[config.mk]
export PLATFORM = sky130hd
export DESIGN_NAME = quad_step_decoder
export DESIGN_NICKNAME = d
export VERILOG_FILES = /design/src/rtl/quad_step_decoder.sv
export SDC_FILE = /design/constraint.sdc
export NUM_CORES = 1
export LEC_CHECK = 0
export CAP_MARGIN = 40
export CORE_ASPECT_RATIO = 0.7
export CORE_UTILIZATION = 45
export CTS_CLUSTER_SIZE = 8
export DETAILED_ROUTE_END_ITERATION = 8
export MAX_ROUTING_LAYER = met4
export SETUP_SLACK_MARGIN = 0.4
export SLEW_MARGIN = 20
export SYNTH_ARGS = -nofsm -noshare
export SYNTH_HDL_FRONTEND = slang
export SYNTH_SLANG_ARGS = --single-unit
[constraint.sdc]
create_clock -name CLK -period 4.2 [get_ports CLK]
set_clock_uncertainty 0.15 [all_clocks]
set_input_delay 0.84 -clock CLK [delete_from_list [all_inputs] [get_ports CLK]]
set_output_delay 0.84 -clock CLK [all_outputs]
set_load 0.02 [all_outputs]
[src/rtl/quad_step_decoder.sv]
// -----------------------------------------------------------------------------
// quad_step_decoder
//
// Front end for the up/down counter: turns raw two-phase quadrature inputs
// (rotary encoder or panel control) into a DIR level and a one-cycle STEP
// strobe. Each channel is synchronized, then debounced; an init/run FSM keeps
// the first settled input levels from being reported as motion; a transition
// decoder produces STEP/DIR/ERR; a saturating counter tallies illegal
// (both-bits-changed) transitions.
//
// Build option:
//   QUAD_X4_EN  defined   -> STEP on every valid transition (4 per cycle)
//               undefined -> STEP only on valid transitions landing in 00
//                            (1 per cycle); DIR still follows every valid
//                            transition and ERR is unaffected.
//
// Parameters:
//   DEBOUNCE  consecutive stable edges before a filtered channel accepts a
//             new level (1..255)
//   ERR_W     width of the illegal-transition counter
//
// Ports:
//   CLK      in   system clock, rising edge
//   N_RESET  in   asynchronous active-low reset
//   A, B     in   raw quadrature phases, asynchronous to CLK
//   CLR_ERR  in   synchronous clear of ERR_CNT (wins over a same-edge error)
//   STEP     out  one-cycle pulse per accepted step
//   DIR      out  0 = forward/up, 1 = reverse/down; held between steps
//   ERR      out  one-cycle pulse on an illegal transition
//   ERR_CNT  out  saturating count of illegal transitions
//
// state  | meaning
// -------+---------------------------------------------------------------
// S_INIT | filters settle; filtered levels load silently, no STEP/ERR
// S_RUN  | filtered {A,B} transitions decoded into STEP/DIR/ERR
// -----------------------------------------------------------------------------
module quad_step_decoder #(
   parameter int DEBOUNCE = 4,
   parameter int ERR_W    = 8
) (
   input  logic             CLK,
   input  logic             N_RESET,
   input  logic             A,
   input  logic             B,
   input  logic             CLR_ERR,
   output logic             STEP,
   output logic             DIR,
   output logic             ERR,
   output logic [ERR_W-1:0] ERR_CNT
);

   typedef enum logic {
      S_INIT = 1'b0,
      S_RUN  = 1'b1
   } state_t;

   // Filter counter terminal value: the edge on which the count would reach
   // DEBOUNCE is the edge on which the new level is accepted.
   localparam logic [7:0] FILT_TC   = 8'(DEBOUNCE - 1);
   localparam logic [7:0] STAB_LOAD = 8'(DEBOUNCE);

   // synchronizers
   logic a_s1_q, a_s1_d, a_s2_q, a_s2_d;
   logic b_s1_q, b_s1_d, b_s2_q, b_s2_d;

   // debounce filters
   logic [7:0] a_cnt_q, a_cnt_d;
   logic [7:0] b_cnt_q, b_cnt_d;
   logic       a_filt_q, a_filt_d;
   logic       b_filt_q, b_filt_d;

   // FSM, decode history and outputs
   state_t           state_q, state_d;
   logic [7:0]       stab_q, stab_d;
   logic [1:0]       prev_q, prev_d;
   logic             step_q, step_d;
   logic             dir_q, dir_d;
   logic             err_q, err_d;
   logic [ERR_W-1:0] err_cnt_q, err_cnt_d;

   logic [1:0] cur_ab;
   logic [1:0] cur_pos;
   logic [1:0] prev_pos;
   logic       fwd;
   logic       rev;
   logic       dbl;
   logic       stable;

   // Gray position along the forward sequence 00 -> 01 -> 11 -> 10 -> 00.
   function automatic logic [1:0] gray_pos(input logic [1:0] ab);
      logic [1:0] pos;
      case (ab)
         2'b00:   pos = 2'd0;
         2'b01:   pos = 2'd1;
         2'b11:   pos = 2'd2;
         default: pos = 2'd3;
      endcase
      return pos;
   endfunction

   always_comb begin
      a_s1_d = A;
      a_s2_d = a_s1_q;
      b_s1_d = B;
      b_s2_d = b_s1_q;

      a_cnt_d  = '0;
      a_filt_d = a_filt_q;
      if (a_s2_q != a_filt_q) begin
         if (a_cnt_q == FILT_TC) begin
            a_filt_d = a_s2_q;
         end else begin
            a_cnt_d = a_cnt_q + 8'd1;
         end
      end

      b_cnt_d  = '0;
      b_filt_d = b_filt_q;
      if (b_s2_q != b_filt_q) begin
         if (b_cnt_q == FILT_TC) begin
            b_filt_d = b_s2_q;
         end else begin
            b_cnt_d = b_cnt_q + 8'd1;
         end
      end
   end

   // Decode compares the current filtered pair against the pair one edge
   // earlier; prev tracks the filters in both states so entering S_RUN never
   // sees a stale history.
   always_comb begin
      cur_ab   = {a_filt_q, b_filt_q};
      prev_d   = cur_ab;
      cur_pos  = gray_pos(cur_ab);
      prev_pos = gray_pos(prev_q);
      fwd      = (cur_pos == prev_pos + 2'd1);
      rev      = (prev_pos == cur_pos + 2'd1);
      dbl      = ((cur_ab ^ prev_q) == 2'b11);
      // Settled means the whole sync pipeline agrees with the filtered level,
      // so a level still in the synchronizers cannot end S_INIT early.
      stable   = (a_s1_q == a_s2_q) && (a_s2_q == a_filt_q) &&
                 (b_s1_q == b_s2_q) && (b_s2_q == b_filt_q);
   end

   always_comb begin
      state_d   = state_q;
      stab_d    = stab_q;
      step_d    = 1'b0;
      err_d     = 1'b0;
      dir_d     = dir_q;
      err_cnt_d = err_cnt_q;

      case (state_q)
         S_INIT: begin
            if (!stable) begin
               stab_d = STAB_LOAD;
            end else if (stab_q == 8'd1) begin
               state_d = S_RUN;
            end else begin
               stab_d = stab_q - 8'd1;
            end
         end
         S_RUN: begin
            if (fwd || rev) begin
               dir_d = rev;
`ifdef QUAD_X4_EN
               step_d = 1'b1;
`else
               step_d = (cur_ab == 2'b00);
`endif
            end else if (dbl) begin
               err_d = 1'b1;
               if (err_cnt_q != '1) begin
                  err_cnt_d = err_cnt_q + 1'b1;
               end
            end
         end
         default: state_d = S_INIT;
      endcase

      if (CLR_ERR) begin
         err_cnt_d = '0;
      end
   end

   always_ff @(posedge CLK or negedge N_RESET) begin
      if (!N_RESET) begin
         a_s1_q    <= 1'b0;
         a_s2_q    <= 1'b0;
         b_s1_q    <= 1'b0;
         b_s2_q    <= 1'b0;
         a_cnt_q   <= '0;
         b_cnt_q   <= '0;
         a_filt_q  <= 1'b0;
         b_filt_q  <= 1'b0;
         state_q   <= S_INIT;
         stab_q    <= STAB_LOAD;
         prev_q    <= 2'b00;
         step_q    <= 1'b0;
         dir_q     <= 1'b0;
         err_q     <= 1'b0;
         err_cnt_q <= '0;
      end else begin
         a_s1_q    <= a_s1_d;
         a_s2_q    <= a_s2_d;
         b_s1_q    <= b_s1_d;
         b_s2_q    <= b_s2_d;
         a_cnt_q   <= a_cnt_d;
         b_cnt_q   <= b_cnt_d;
         a_filt_q  <= a_filt_d;
         b_filt_q  <= b_filt_d;
         state_q   <= state_d;
         stab_q    <= stab_d;
         prev_q    <= prev_d;
         step_q    <= step_d;
         dir_q     <= dir_d;
         err_q     <= err_d;
         err_cnt_q <= err_cnt_d;
      end
   end

   assign STEP    = step_q;
   assign DIR     = dir_q;
   assign ERR     = err_q;
   assign ERR_CNT = err_cnt_q;

endmodule

==> insert_results.sql, run 1 <==
INSERT INTO impl_metrics (metric_group, metric, value, unit) VALUES
('sta', 'final_min_period_over_clock_period', '60.9', '%'),
('pwr', 'total_leakage_power', '1.11', 'nW'),
('yosys', 'synth-warning-count', '0', ''),
('worst_setup_path', 'slowest_stage', 'sky130_fd_sc_hd__dfrtp_1', ''),
('place', 'detailedPlacementHpwl', '2.78', 'mm'),
('final_layout', 'layout-area-overhead-vs-synth', '14.7', '%'),
('route', 'highest-signal-layer', 'met4', ''),
('outcome', 'result_of_the_run', 'finished, violations left', ''),
('clocking', 'postCtsResizedCells', '0', ''),
('yosys', 'ys_ff_latch', '44', ''),
('pwr', 'worst_ir_drop_vdd', '0.345', 'mV'),
('clocking', 'total_clock_buffers_created_by_cts', '5', ''),
('outcome', 'violations', 'DRC', ''),
('route', 'routed_met3_length', '149', 'um'),
('yosys', 'post-synth-top-area-cell', 'sky130_fd_sc_hd__dfrtp_1', ''),
('worst_setup_path', 'crit_path_max_fanout', '11', ''),
('sta', 'pins_over_slew_limit', '0', ''),
('route', 'drt_initial_violations', '91', ''),
('route', 'route.met2.wl', '1.70', 'mm'),
('clocking', 'clockBufferDepth', '2', ''),
('yosys', 'synth.mux.area_fraction', '2.51', '%'),
('route', 'routed-via-count', '1569', ''),
('sta', 'fmax', '391', 'MHz'),
('global_routing', 'grt.overflow.total', '0', ''),
('floorplanning', 'floorplan.initialDensity', '48.1', '%'),
('yosys', 'postSynthNetCount', '225', ''),
('sta', 'rsz0062_at_grt', 'false', ''),
('pwr', 'power_report.internal_total', '740', 'uW'),
('route', 'first_pass_iters', '6', ''),
('sta', 'finalSetupViolations', '0', ''),
('global_routing', 'grt.total_usage', '17.8', '%'),
('route', 'drc', '4', ''),
('yosys', 'synth_area_leaders', 'sky130_fd_sc_hd__dfrtp_1 50%, sky130_fd_sc_hd__ha_1 5.8%, sky130_fd_sc_hd__xor2_1 5.7%', ''),
('yosys', 'synth_top_cell_area_share', '50.2', '%'),
('sta', 'tightestPinTransition', '0.535', 'ns'),
('global_routing', 'antenna_found_initial', '0', ''),
('route', 'wl_met1', '1.91', 'mm'),
('yosys', 'synth_top_family_by_area', 'simple AND/OR/NAND/NOR gates', ''),
('worst_setup_path', 'timing.critical_path.arrival', '2.59', 'ns'),
('final_layout', 'antenna_cells', '0', ''),
('global_routing', 'vias_in_the_first_global_route', '1501', ''),
('place', 'buffer_ports.inserted', '15', ''),
('place', 'routabilityCongestion', '0.791', ''),
('clocking', 'cts_post_setup_buffers_inserted', '0', ''),
('pwr', 'power.net_switching', '361', 'uW'),
('floorplanning', 'core_area', '0.00445', 'mm2'),
('yosys', 'synthesis.area', '0.00214', 'mm2'),
('run', 'max_cap_violations', '0', ''),
('sta', 'final.setup.tns', '0', 'ns'),
('sta', 'final.setup.worst_slack', '1.64', 'ns'),
('sta', 'period_minus_slack', '2.56', 'ns'),
('worst_setup_path', 'timing.critical_path.slowest_cell_delay', '0.51', 'ns'),
('yosys', 'synthDistinctLibCells', '37', ''),
('yosys', 'synth_compound_area_share', '8.06', '%'),
('global_routing', 'grt_pass1_wl', '6.74', 'mm'),
('clocking', 'worst_skew_pair_later_pin_latency', '0.29', 'ns'),
('clocking', 'clk_pin_slew_worst_paths', '0.09', 'ns'),
('place', 'dp_slack', '1.61', 'ns'),
('sta', 'final_hold_viol_count', '0', ''),
('pwr', 'report.power.total', '1.10', 'mW'),
('floorplanning', 'placementRows', '20', ''),
('worst_setup_path', 'cp.required', '4.23', 'ns'),
('route', 'wl', '3.81', 'mm'),
('final_layout', 'most-common-layout-cells', '43 x sky130_fd_sc_hd__dfrtp_1, 23 x sky130_fd_sc_hd__nor2_1, 17 x sky130_fd_sc_hd__nand3_1', ''),
('clocking', 'tritoncts', 'done', ''),
('yosys', 'postSynth.topFlopCell', 'sky130_fd_sc_hd__dfrtp_1', ''),
('clocking', 'cts_num_sinks', '44', ''),
('clocking', 'post_cts_hold_buffer_count', '0', ''),
('min_path', 'min_path_type', 'register to register', ''),
('yosys', 'syn_avg_cell_area', '10.2', 'um2'),
('floorplanning', 'die_y', '59.7', 'um');
-- layout make-up --
cell class	instances	area (um2)	share of cell area (%)
tap	55	68.8	2.80
multi-input combinational	153	991	40.3
clock buffer	7	86.3	3.51
inverter	10	37.5	1.53
timing repair buffer	16	165	6.72
sequential	44	1100	44.8
clock inverter	1	7.51	0.305
-- final timing paths --
kind,from,to,slack (ns),depth (start not counted)
min in group asynchronous,N_RESET,ERR_CNT[3],0.29,1
worst max register to register,a_filt_q,ERR_CNT[0],1.64,6
worst min-delay path,b_s1_q,b_s2_q,0.26,0
worst min register to register,b_s1_q,b_s2_q,0.26,0
max in group asynchronous,N_RESET,stab_q[2],3.05,2
worst max-delay path,a_filt_q,ERR_CNT[0],1.64,6
-- logic make-up after synthesis --
kind of cell | after synthesis
and+or+nand+nor | 91
DFF | 44
AOI/OAI and AO/OA | 28
xor gates and xnor gates | 19
buffers and inverters | 13
adders and majority gates | 10
muxes | 5
-- layer usage --
metal | vias up | GRT usage [%]
met2 | 29 | 28.9
met3 | 5 | 4.14
met1 | 751 | 22.6
li1 | 784 | -
met4 | 0 | 5.81
met5 | - | -
-- sequential cells by signal, summed over array words and instances, names as in the netlist, 2 cells and up --
name,count
a_cnt_q,8
stab_q,8
prev_q,2
ERR_CNT,8
b_cnt_q,8
-- cell usage after synthesis (all sizes together) (5+ instances only) --
cell type  number
dfrtp          43
nor2           23
nand3          17
xor2           14
and3           11
ha             10
inv            10
a21oi           9
nand2           9
nor3            6
o21ai           5
or3             5
xnor2           5
-- stage by stage --
stage               instances  utilization [%]  hold WS (ns)
floorplan                 210                -         0.218
global placement          277             52.6         0.242
detailed placement        278             53.1         0.240
CTS                       286             55.2         0.258
global route              286             55.2         0.289
finish                    286             55.2         0.259
-- worst max-delay path: cells and delay by family, from the launching register on --
family        cells  cell delay [ns]
xor+xnor          1             0.18
simple gates      2             0.79
flops             1             0.51
fa+ha+maj         1             0.34
buf+inv           1             0.09
mux               1             0.38
-- power groups by stage --
stage	sequential [mW]	clock, mW	combinational, mW
floorplan	0.537	0	0.221
global placement	0.546	0	0.275
detailed placement	0.551	0	0.291
CTS	0.542	0.283	0.292
global route	0.553	0.301	0.327
finish	0.542	0.271	0.288
No activity file was read; power rests on OpenSTA's default activity.
==> inputs of run 2 (changes only) <==
- PLACE_DENSITY: default -> 0.66
- clock period: 4.2 -> 2.2 ns (I/O delays scaled with it)
==> run 2 against run 1 <==
  * The flow still finishes with violations (DRC)
  * Sequential power is 86% higher
  * Sequential share of layout area is 4.2 points lower
  * Count of clock-buffer cells in the layout is 2 lower
  * Final cell count is 5.6% higher
  * Register-to-register slack worse by 1.6 ns
  * Clock power is 140% higher
  * Critical endpoint is now ERR_CNT[4]
==> insert_results.sql, run 2 (synthesis gave the netlist of run 1 again) <==
INSERT INTO impl_metrics (metric_group, metric, value, unit) VALUES
('final_layout', 'most-common-layout-cells', '40 x sky130_fd_sc_hd__dfrtp_1, 21 x sky130_fd_sc_hd__nor2_1, 17 x sky130_fd_sc_hd__nand3_1', ''),
('route', 'wl', '4.23', 'mm'),
('sta', 'final.setup.tns', '0', 'ns'),
('final_layout', 'final_common_cell', 'sky130_fd_sc_hd__dfrtp_1', ''),
('clocking', 'cts_max_level', '2', ''),
('sta', 'final_min_period_over_clock_period', '96.0', '%'),
('pwr', 'worst_ir_drop_vdd', '0.522', 'mV'),
('floorplanning', 'floorplan.initialDensity', '48.1', '%'),
('final_layout', 'antenna_cells', '0', ''),
('sta', 'final.setup.worst_slack', '0.0881', 'ns'),
('final_layout', 'post_route_cells_drive_above_1_share', '21.1', '%'),
('route', 'routed-via-count', '1626', ''),
('sta', 'slew_headroom', '71.1', '%'),
('pwr', 'p_clk_share', '25.2', '%'),
('pwr', 'power_density', '944', 'mW/mm2'),
('pwr', 'p_sw_share', '32.3', '%'),
('worst_setup_path', 'cp.required', '2.26', 'ns'),
('floorplanning', 'die_y', '59.7', 'um'),
('pwr', 'power_report.internal_total', '1.74', 'mW'),
('clocking', 'cts_num_sinks', '44', ''),
('clocking', 'total_clock_buffers_created_by_cts', '5', ''),
('global_routing', 'grt.overflow.total', '0', ''),
('pwr', 'power.net_switching', '831', 'uW'),
('floorplanning', 'top_level_ports', '16', ''),
('final_layout', 'final_cell_count_no_fill', '302', ''),
('route', 'avgRoutedWirePerCell', '14.0', 'um'),
('route', 'drt_initial_violations', '62', ''),
('run', 'max_cap_violations', '0', ''),
('clocking', 'worst_skew_pair_later_pin_latency', '0.31', 'ns'),
('sta', 'finalSetupViolations', '0', ''),
('sta', 'fmax', '474', 'MHz'),
('final_layout', 'finalNetCount', '261', ''),
('global_routing', 'grt_start_max_net_pins', '29', ''),
('global_routing', 'antenna_found_initial', '0', ''),
('outcome', 'result_of_the_run', 'finished, violations left', ''),
('global_routing', 'vias_in_the_first_global_route', '1560', ''),
('worst_setup_path', 'worstSetupEndpointType', 'register', ''),
('floorplanning', 'floorplan.die_area', '0.00505', 'mm2'),
('min_path', 'min_path_type', 'register to register', ''),
('clocking', 'tritoncts', 'done', ''),
('floorplanning', 'placementRows', '20', ''),
('route', 'first_pass_iters', '6', ''),
('clocking', 'clockBufferDepth', '2', ''),
('worst_setup_path', 'worstSetupStartpointType', 'register', ''),
('clocking', 'clk_root_buffer_cell', 'sky130_fd_sc_hd__clkbuf_8', ''),
('sta', 'period_minus_slack', '2.11', 'ns'),
('worst_setup_path', 'crit_path_max_fanout', '5', ''),
('sta', 'final_hold_viol_count', '0', ''),
('pwr', 'total_leakage_power', '1.26', 'nW'),
('pwr', 'share_seq_of_total_power', '39.3', '%'),
('route', 'detail_route.vias_per_cell', '5.38', ''),
('place', 'detailedPlacementHpwl', '2.84', 'mm'),
('outcome', 'violations', 'DRC', ''),
('global_routing', 'grt_pass1_wl', '7.17', 'mm'),
('floorplanning', 'fp.dieW', '84.5', 'um'),
('pwr', 'p_comb_share', '35.5', '%'),
('worst_setup_path', 'worst_setup_path_class', 'register to register', ''),
('global_routing', 'grt.total_usage', '19.5', '%'),
('place', 'buffer_ports.inserted', '15', ''),
('final_layout', 'layout-area-overhead-vs-synth', '27.0', '%'),
('worst_setup_path', 'timing.critical_path.arrival', '2.17', 'ns'),
('sta', 'tightestPinTransition', '0.432', 'ns'),
('floorplanning', 'core_area', '0.00445', 'mm2'),
('place', 'dp_slack', '0.121', 'ns'),
('clocking', 'clk_pin_slew_worst_paths', '0.09', 'ns'),
('place', 'routabilityCongestion', '0.839', ''),
('route', 'drc', '2', ''),
('place', 'post-place-cells', '282', ''),
('sta', 'pins_over_slew_limit', '0', ''),
('route', 'antenna_left', '0', ''),
('sta', 'rsz0062_at_grt', 'true', '');
[run 2: changes by cell type in the layout (fill, tap and decap cells not counted), sizes merged]
cell,before,now
clkbuf,7,5
dlygate4sd2,0,11
inv,10,11
dlygate4sd3,0,1
buf,2,17
bufinv,0,1
clkdlybuf4s50,14,3
[run 2: power groups by stage]
| stage | combinational, mW | clock (mW) | sequential (mW) |
|---|---|---|---|
| 2_1_floorplan | 0.506 | 0 | 1.04 |
| 3_3_place_gp | 0.700 | 0 | 1.02 |
| 3_5_place_dp | 0.709 | 0 | 1.03 |
| 4_1_cts | 0.903 | 0.665 | 1.01 |
| 5_1_grt | 1.01 | 0.694 | 1.03 |
| 6_report | 0.913 | 0.647 | 1.01 |
[run 2: final cells by class]
| type | instances | area [um2] |
|---|---|---|
| clock inverters | 3 | 46.3 |
| well taps | 55 | 68.8 |
| fillers | 378 | 1730 |
| repair buffers | 32 | 289 |
| clock buffers | 5 | 68.8 |
| inverters | 10 | 40.0 |
| flip-flops and latches | 44 | 1110 |
| multi-input cells | 153 | 1100 |
[run 2: final timing paths]
kind	startpoint	endpoint	slack (ns)	depth (start not counted)
max	b_filt_q	ERR_CNT[4]	0.09	9
min	a_s1_q	a_s2_q	0.29	0
max reg2reg	b_filt_q	ERR_CNT[4]	0.09	9
min reg2reg	a_s1_q	a_s2_q	0.29	0
max in group asynchronous	N_RESET	stab_q[2]	0.92	3
min in group asynchronous	N_RESET	b_cnt_q[6]	0.43	2
[run 2: what timing repair did]
item,CTS,global route
hold buffers,1,0
endpoints found under the hold margin,16,0
endpoints found under the setup margin,26,17
pin swaps,7,5
gates resized for setup,22,12
buffers inserted,8,3
[run 2: through the flow]
| stage | power, mW | area [um2] | utilization, % | hold WS, ns |
|---|---|---|---|---|
| after detailed placement | 1.73 | 2430 | 54.7 | 0.242 |
| after CTS | 2.58 | 2650 | 59.4 | 0.283 |
| after global placement | 1.72 | 2430 | 54.7 | 0.241 |
| after global routing | 2.73 | 2720 | 61.1 | 0.301 |
| after floorplan | 1.54 | 2190 | - | -0.00559 |
| final | 2.57 | 2720 | 61.1 | 0.288 |
[run 2: metal layers]
metal | track usage [%] | wire length, um
met2 | 26.2 | 1650
met4 | 11.4 | 115
met3 | 4.97 | 175
met1 | 26.5 | 2290
met5 | - | 0
[run 2: worst max-delay path: stages (launching register included)]
cell and delay, ns:
sky130_fd_sc_hd__dfrtp_2 0.42, sky130_fd_sc_hd__inv_2 0.08, sky130_fd_sc_hd__ha_4 0.22, sky130_fd_sc_hd__xnor2_4 0.13, sky130_fd_sc_hd__nand4b_1 0.29, sky130_fd_sc_hd__buf_4 0.23
sky130_fd_sc_hd__buf_6 0.13, sky130_fd_sc_hd__inv_4 0.06, sky130_fd_sc_hd__a21oi_2 0.04, sky130_fd_sc_hd__a311oi_1 0.26
==> inputs of run 3 (changes only) <==
- CORE_MARGIN: default -> 10
- MAX_ROUTING_LAYER: met4 -> default
==> run 3 against run 2 <==
  * The flow now finishes without violations
  * Register-to-register slack better by 0.09 ns
  * Final cell count increased by 2.6%
  * Count of clock-buffer cells in the layout increased by 2
  * Flip-flop and latch count unchanged
==> insert_results.sql, run 3 (synthesis gave the netlist of run 1 again) <==
INSERT INTO impl_metrics (metric_group, metric, value, unit) VALUES
('clocking', 'cts_num_sinks', '44', ''),
('sta', 'final_min_period_over_clock_period', '92.0', '%'),
('sta', 'final.setup.worst_slack', '0.175', 'ns'),
('min_path', 'min_delay_path_depth', '0', ''),
('clocking', 'total_clock_buffers_created_by_cts', '5', ''),
('route', 'drt_initial_violations', '70', ''),
('final_layout', 'finalNetCount', '269', ''),
('worst_setup_path', 'worstSetupEndpointType', 'register', ''),
('global_routing', 'antenna_found_initial', '0', ''),
('sta', 'slew_headroom', '69.4', '%'),
('place', 'detailedPlacementHpwl', '2.97', 'mm'),
('final_layout', 'post_route_cells_drive_above_1_share', '29.0', '%'),
('worst_setup_path', 'timing.rr.end', 'ERR_CNT[3]', ''),
('place', 'dpl-instance-area', '0.00244', 'mm2'),
('route', 'first_pass_iters', '4', ''),
('route', 'routed-via-count', '1649', ''),
('worst_setup_path', 'worstSetupStartpointType', 'register', ''),
('floorplanning', 'floorplan.die_area', '0.00797', 'mm2'),
('pwr', 'report.power.total', '2.47', 'mW'),
('min_path', 'holdPathEnd', 'a_s2_q', ''),
('final_layout', 'layout-area-overhead-vs-synth', '32.7', '%'),
('route', 'wl', '4.53', 'mm'),
('global_routing', 'grt_pass1_wl', '7.35', 'mm'),
('sta', 'period_minus_slack', '2.02', 'ns'),
('final_layout', 'finish.utilization', '63.5', '%'),
('run', 'max_cap_violations', '0', ''),
('clocking', 'clockBufferDepth', '2', ''),
('global_routing', 'grt_start_max_net_pins', '22', ''),
('worst_setup_path', 'worst_setup_path_class', 'register to register', ''),
('sta', 'final_hold_viol_count', '0', ''),
('global_routing', 'vias_in_the_first_global_route', '1583', ''),
('sta', 'finalSetupViolations', '0', ''),
('final_layout', 'antenna_cells', '0', ''),
('min_path', 'timing.hold.worst.start', 'a_s1_q', ''),
('floorplanning', 'top_level_ports', '16', ''),
('place', 'routabilityCongestion', '0.817', ''),
('clocking', 'clk_root_buffer_cell', 'sky130_fd_sc_hd__clkbuf_8', ''),
('sta', 'pins_over_slew_limit', '0', ''),
('pwr', 'total_leakage_power', '1.32', 'nW'),
('floorplanning', 'die_y', '77.7', 'um'),
('clocking', 'tritoncts', 'done', ''),
('clocking', 'worst_skew_pair_later_pin_latency', '0.30', 'ns'),
('place', 'buffer_ports.inserted', '15', ''),
('place', 'dp_slack', '0.113', 'ns'),
('pwr', 'worst_ir_drop_vdd', '0.608', 'mV'),
('pwr', 'power_density', '869', 'mW/mm2'),
('global_routing', 'grt.total_usage', '11.5', '%'),
('floorplanning', 'core_area', '0.00448', 'mm2'),
('route', 'avgRoutedWirePerCell', '14.6', 'um'),
('min_path', 'min_path_type', 'register to register', ''),
('final_layout', 'most-common-layout-cells', '40 x sky130_fd_sc_hd__dfrtp_1, 21 x sky130_fd_sc_hd__nor2_1, 21 x sky130_fd_sc_hd__buf_4', ''),
('route', 'drc', '0', ''),
('worst_setup_path', 'crit_path_max_fanout', '4', ''),
('route', 'detail_route.vias_per_cell', '5.32', ''),
('worst_setup_path', 'cp.required', '2.27', 'ns'),
('sta', 'final.setup.tns', '0', 'ns'),
('worst_setup_path', 'timing.critical_path.arrival', '2.10', 'ns'),
('clocking', 'cts_max_level', '2', ''),
('sta', 'fmax', '494', 'MHz'),
('worst_setup_path', 'crit-reg2reg-launch', 'b_filt_q', ''),
('route', 'antenna_left', '0', ''),
('floorplanning', 'fp.dieW', '102', 'um'),
('sta', 'tightestPinTransition', '0.459', 'ns'),
('final_layout', 'final_common_cell', 'sky130_fd_sc_hd__dfrtp_1', ''),
('outcome', 'result_of_the_run', 'completed', ''),
('worst_setup_path', 'r2r_slack', '0.18', 'ns'),
('final_layout', 'post-route-cell-area', '0.00284', 'mm2'),
('clocking', 'clk_pin_slew_worst_paths', '0.08', 'ns'),
('sta', 'rsz0062_at_grt', 'true', ''),
('floorplanning', 'floorplan.initialDensity', '47.8', '%'),
('worst_setup_path', 'reg2regPathDepth', '7', ''),
('global_routing', 'grt.overflow.total', '0', ''),
('floorplanning', 'placementRows', '20', '');
[run 3: changes by cell type in the layout (fill, tap and decap cells not counted), sizes merged]
cell      delta
buf          +8
clkbuf       +2
clkinvlp     -1
clkinv       +1
bufinv       -1
inv          -1
[run 3: power by group]
group | total, mW | leakage (nW) | switching [mW] | internal (mW)
Clock | 0.489 | 0.0422 | 0.266 | 0.223
Sequential | 1.01 | 0.585 | 0.0963 | 0.909
Combinational | 0.976 | 0.688 | 0.443 | 0.533
Total | 2.47 | 1.32 | 0.805 | 1.67
[run 3: worst max-delay path: stages (launching register included)]
cell and delay [ns]:
sky130_fd_sc_hd__dfrtp_2 0.41, sky130_fd_sc_hd__inv_2 0.08, sky130_fd_sc_hd__ha_4 0.21, sky130_fd_sc_hd__xnor2_4 0.12, sky130_fd_sc_hd__nand4b_1 0.21, sky130_fd_sc_hd__buf_6 0.16
sky130_fd_sc_hd__or4_4 0.48, sky130_fd_sc_hd__a21oi_2 0.13
[run 3: per-layer routing]
layer | vias to the layer above | share of wire [%] | GRT usage (%)
met1 | 779 | 51 | 16.3
li1 | 836 | - | -
met5 | - | 0 | 0
met2 | 27 | 43 | 15.7
met4 | 0 | 1.6 | 5.34
met3 | 7 | 4.3 | 3.19
[run 3: layout make-up]
type | count | area, um2
fillers | 367 | 1640
multi-input cells | 153 | 1210
flip-flops and latches | 44 | 1110
repair buffers | 40 | 342
clock buffers | 7 | 76.3
well taps | 55 | 68.8
inverters | 10 | 37.5
clock inverters | 1 | 5.00
[run 3: through the flow]
| stage | instances | hold WS (ns) |
|---|---|---|
| after floorplan | 210 | -0.00559 |
| after global routing | 310 | 0.302 |
| after CTS | 307 | 0.277 |
| after global placement | 284 | 0.235 |
| after detailed placement | 284 | 0.240 |
| final | 310 | 0.278 |
[run 3: what timing repair did]
action,4_1_cts,5_1_grt
hold endpoints to repair,18,0
resized for setup,28,22
gates cloned,0,0
hold buffers,1,0
pin swaps,8,5
buffers inserted,14,3
endpoints found under the setup margin,25,16
[run 3: worst max-delay path by stage]
stage / startpoint / end / slack, ns
finish: b_filt_q / ERR_CNT[3] / 0.18
global route: ERR_CNT[0] / ERR_CNT[4] / 0.11
CTS: b_filt_q / ERR_CNT[3] / 0.18
detailed placement: prev_q[0] / ERR_CNT[5] / 0.11
global placement: prev_q[0] / ERR_CNT[5] / 0.16
floorplan: b_filt_q / ERR_CNT[5] / 0.19
==> variant 1: new RTL, settings of run 3 <==
Set the parameter `ERR_W` to 9 (it was 8).
--- a/src/rtl/quad_step_decoder.sv
+++ b/src/rtl/quad_step_decoder.sv
@@ -36,7 +36,7 @@
 // -----------------------------------------------------------------------------
 module quad_step_decoder #(
    parameter int DEBOUNCE = 4,
-   parameter int ERR_W    = 8
+   parameter int ERR_W    = 9
 ) (
    input  logic             CLK,
    input  logic             N_RESET,
Interface: changed (resized ERR_CNT); port bits go from 16 to 17. The function was not compared with the original's and may differ.
==> variant 1 against run 3 <==
The run now ends with negative setup slack left. Routed wire length rose by 6.0%. Total power rose by 9.5%. Combinational power rose by 16%. Die area rose by 0.86%. Area after synthesis rose by 1.1%. Sequential cell count rose by 1. Design area rose by 2.3%. Fmax fell by 13%. Worst setup slack got worse by 290 ps. Largest power group is now combinational cells.
==> variant 1: results <==
[sta]
fin_hold_ws_ps = 272
setup_slack_ps = -118
setup-tns-final_ps = -533
setup_viol = 7

[status]
status = finished with violations
failed_checks = negative setup slack

[route]
drt_iter0_drc = 82
routed-wl-met2_mm = 2.05
wirelength_mm = 4.80
wl_met3_um = 223

[synth]
synth_adder_area_share_pct = 6.35
syn_area_per_cell_um2 = 10.4
synth_xor_area_share_pct = 8.08

[global_routing]
grt_use_met3_pct = 3.85
grt_pass1_vias = 1701

[critical_path]
slowest_delay_ps = 530
startpoint = ERR_CNT[1]
cp_data_arrival_time_ps = 2390

[power]
power.internal_w = 0.00175
peakVddDrop_uv = 546

[clock_network]
cts_setup_buffers = 5
ctsResizeCount = 32

[final_layout]
drive_gt1_share_pct = 27.0
fin_cells = 316

[place]
place_inst = 299
dp_slack_ps = -130
port_buffers = 16
==> variant 1: cell count changes in the layout (fill, tap and decap cells not counted), moves of 3 or more <==
| cell | change |
|---|---|
| a21oi_1 | +3 |
| inv_1 | +4 |
| or3_1 | +3 |
| and3_1 | -3 |
| and2_1 | -3 |
| nor2_1 | +4 |
| clkdlybuf4s15_1 | +3 |
| inv_2 | -6 |
| buf_6 | +5 |
==> variant 1: final cells by class <==
cell class	instances	area (um2)
Sequential cell	45	1130
Timing Repair Buffer	46	410
Tap cell	57	71.3
Inverter	8	30.0
Multi-Input combinational cell	153	1180
Fill cell	373	1820
Clock inverter	1	7.51
Clock buffer	6	82.6
==> variant 1: cells by family (layout without fill, tap and decap cells) <==
family | after synthesis | in the layout
and+or+nand+nor | 85 | 86
DFF | 45 | 45
AOI/OAI and AO/OA | 32 | 32
xor gates and xnor gates | 20 | 20
adders and majority gates | 11 | 11
buffers and inverters | 11 | 61
muxes | 4 | 4
==> variant 2: new RTL, config.mk and constraints of run 3 <==
Made on the original files. Add an input register stage for `A`, `B` and `CLR_ERR`, without a reset; this delays them by one clock.
--- a/src/rtl/quad_step_decoder.sv
+++ b/src/rtl/quad_step_decoder.sv
@@ -59,6 +59,16 @@
    localparam logic [7:0] FILT_TC   = 8'(DEBOUNCE - 1);
    localparam logic [7:0] STAB_LOAD = 8'(DEBOUNCE);
 
+   logic A_q;
+   logic B_q;
+   logic CLR_ERR_q;
+
+   always_ff @(posedge CLK) begin
+      A_q       <= A;
+      B_q       <= B;
+      CLR_ERR_q <= CLR_ERR;
+   end
+
    // synchronizers
    logic a_s1_q, a_s1_d, a_s2_q, a_s2_d;
    logic b_s1_q, b_s1_d, b_s2_q, b_s2_d;
@@ -99,9 +109,9 @@
    endfunction
 
    always_comb begin
-      a_s1_d = A;
+      a_s1_d = A_q;
       a_s2_d = a_s1_q;
-      b_s1_d = B;
+      b_s1_d = B_q;
       b_s2_d = b_s1_q;
 
       a_cnt_d  = '0;
@@ -178,7 +188,7 @@
          default: state_d = S_INIT;
       endcase
 
-      if (CLR_ERR) begin
+      if (CLR_ERR_q) begin
          err_cnt_d = '0;
       end
    end
Function: same outputs for any inputs over 10 cycles, from zero or initial values and one cycle with N_RESET low; that may be too few to reach the edited logic, so the function may still have changed.
==> variant 2 against run 3 <==
Sequential cell count increased by 3. Worst hold slack lost 99 ps. Area after synthesis rose by 3.0%. Worst setup slack improved by 120 ps. Routed wire length is 4.1% lower. Total power increased by 5.6%. Design area shrank 1.0%. Largest power group unchanged.
==> variant 2: results <==
[global_routing]
met2_usage_pct = 15.7
gr-usage-all-layers_pct = 11.0
grt_pass1_vias = 1558
antenna_found_initial = 0
grt_pass1_wl_mm = 7.51
grt_use_met3_pct = 3.51
grt_max_degree = 45
met1_usage_pct = 15.0

[final_layout]
antenna_cells = 0
drive_gt1_share_pct = 22.8
fin_cells = 319
fin_nets = 264

[synth]
synth_seq_cells = 47
synth.top_cells.by_count = dfrtp_1, nor2_1, a21oi_1, o21ai_0
syn_nets = 227
synth_cell_types = 41
syn_area_per_cell_um2 = 10.4
yosys-top-cells-area = dfrtp_1, ha_1, xor2_1, nor2_1, xnor2_1
synthArstFlopShare_pct = 93.6
ys_seq_area_share_pct = 52.7

[critical_path]
r2r-end = ERR_CNT[3]
r2r-start = a_filt_q
path_max_fanout = 7
cp_data_arrival_time_ps = 1980
rrSetupSlack_ps = 300

[power]
leakage_nw = 1.28
peakVddDrop_uv = 378

[clock_network]
cts_inserted_buffers = 5
ctsRootBufferMaster = clkbuf_8
worstSkewPairLatency_ps = 300

[place]
dp_hpwl_mm = 2.78
place_inst = 297
gp_congestion = 0.847
port_buffers = 15

[sta]
worstMarginPinSlew_ps = 422

[status]
status = complete, no violations

[route]
ant_nets = 0
drt_iter0_drc = 46
via_per_inst = 5.13
wirelength_mm = 4.35
variant 2: cell count changes in the layout (fill, tap and decap cells not counted), moves of 4 or more:
cell / before / now
and3_1: 11 / 7
buf_4: 21 / 13
nand3_1: 17 / 8
o21ai_0: 5 / 10
variant 2: through the flow:
step           setup slack, ps  utilization [%]  area [um2]  total power (W)
6_report                   295             59.2        2820          0.00261
3_5_place_dp               238             52.7        2510          0.00180
3_3_place_gp               283             52.7        2510          0.00178
2_1_floorplan              288                -        2260          0.00160
5_1_grt                    216             59.2        2820          0.00277
4_1_cts                    289             57.6        2740          0.00258
variant 2: metal layers:
layer,share of wire (%),wire length (um)
met1,52,2270
met2,42,1850
met3,4.0,174
met4,1.3,57
met5,0,0
variant 2: worst min path at each step:
stage               startpoint      to  slack [ps]  depth (start not counted)
CTS                        B_q  b_s1_q         180                          0
global placement           B_q  b_s1_q         170                          0
floorplan              N_RESET     DIR          -6                          0
finish                     B_q  b_s1_q         180                          0
detailed placement         B_q  b_s1_q         170                          0
global route               A_q  a_s1_q         190                          0
variant 2: kinds of logic (layout without fill, tap and decap cells):
logic type	after synthesis	in the layout	synth area share [%]
muxes	3	3	1.47
xor gates and xnor gates	19	19	7.54
DFF	47	47	52.7
buffers and inverters	12	50	2.10
adders and majority gates	10	10	5.67
AOI/OAI and AO/OA	37	37	9.75
and+or+nand+nor	84	84	20.8
variant 2: final cells by class:
type	count	area [um2]
Inverter	9	33.8
Tap cell	69	86.3
Timing Repair Buffer	33	287
Multi-Input combinational cell	153	1140
Fill cell	404	1940
Sequential cell	47	1160
Clock buffer	8	100
variant 2: where the power goes:
part	total, W	internal, W	switching [W]
registers	0.00106	0.000967	0.0000966
clock network	0.000569	0.000287	0.000282
logic	0.000977	0.000535	0.000442
total	0.00261	0.00179	0.000820
variant 2: what timing repair did:
action,CTS,global route
cloned,1,0
setup buffers,9,3
setup endpoints to repair,25,17
pin swaps,9,1
resized for setup,23,12
hold buffers,1,0
hold endpoints to repair,43,0
variant 2: worst max-delay path, cell delays in order (launching register included):
cell and delay, ps:
dfrtp_2 410, inv_2 70, ha_4 220, xnor2_4 140
nand4b_1 220, buf_6 190, or3_4 320, a21oi_2 120
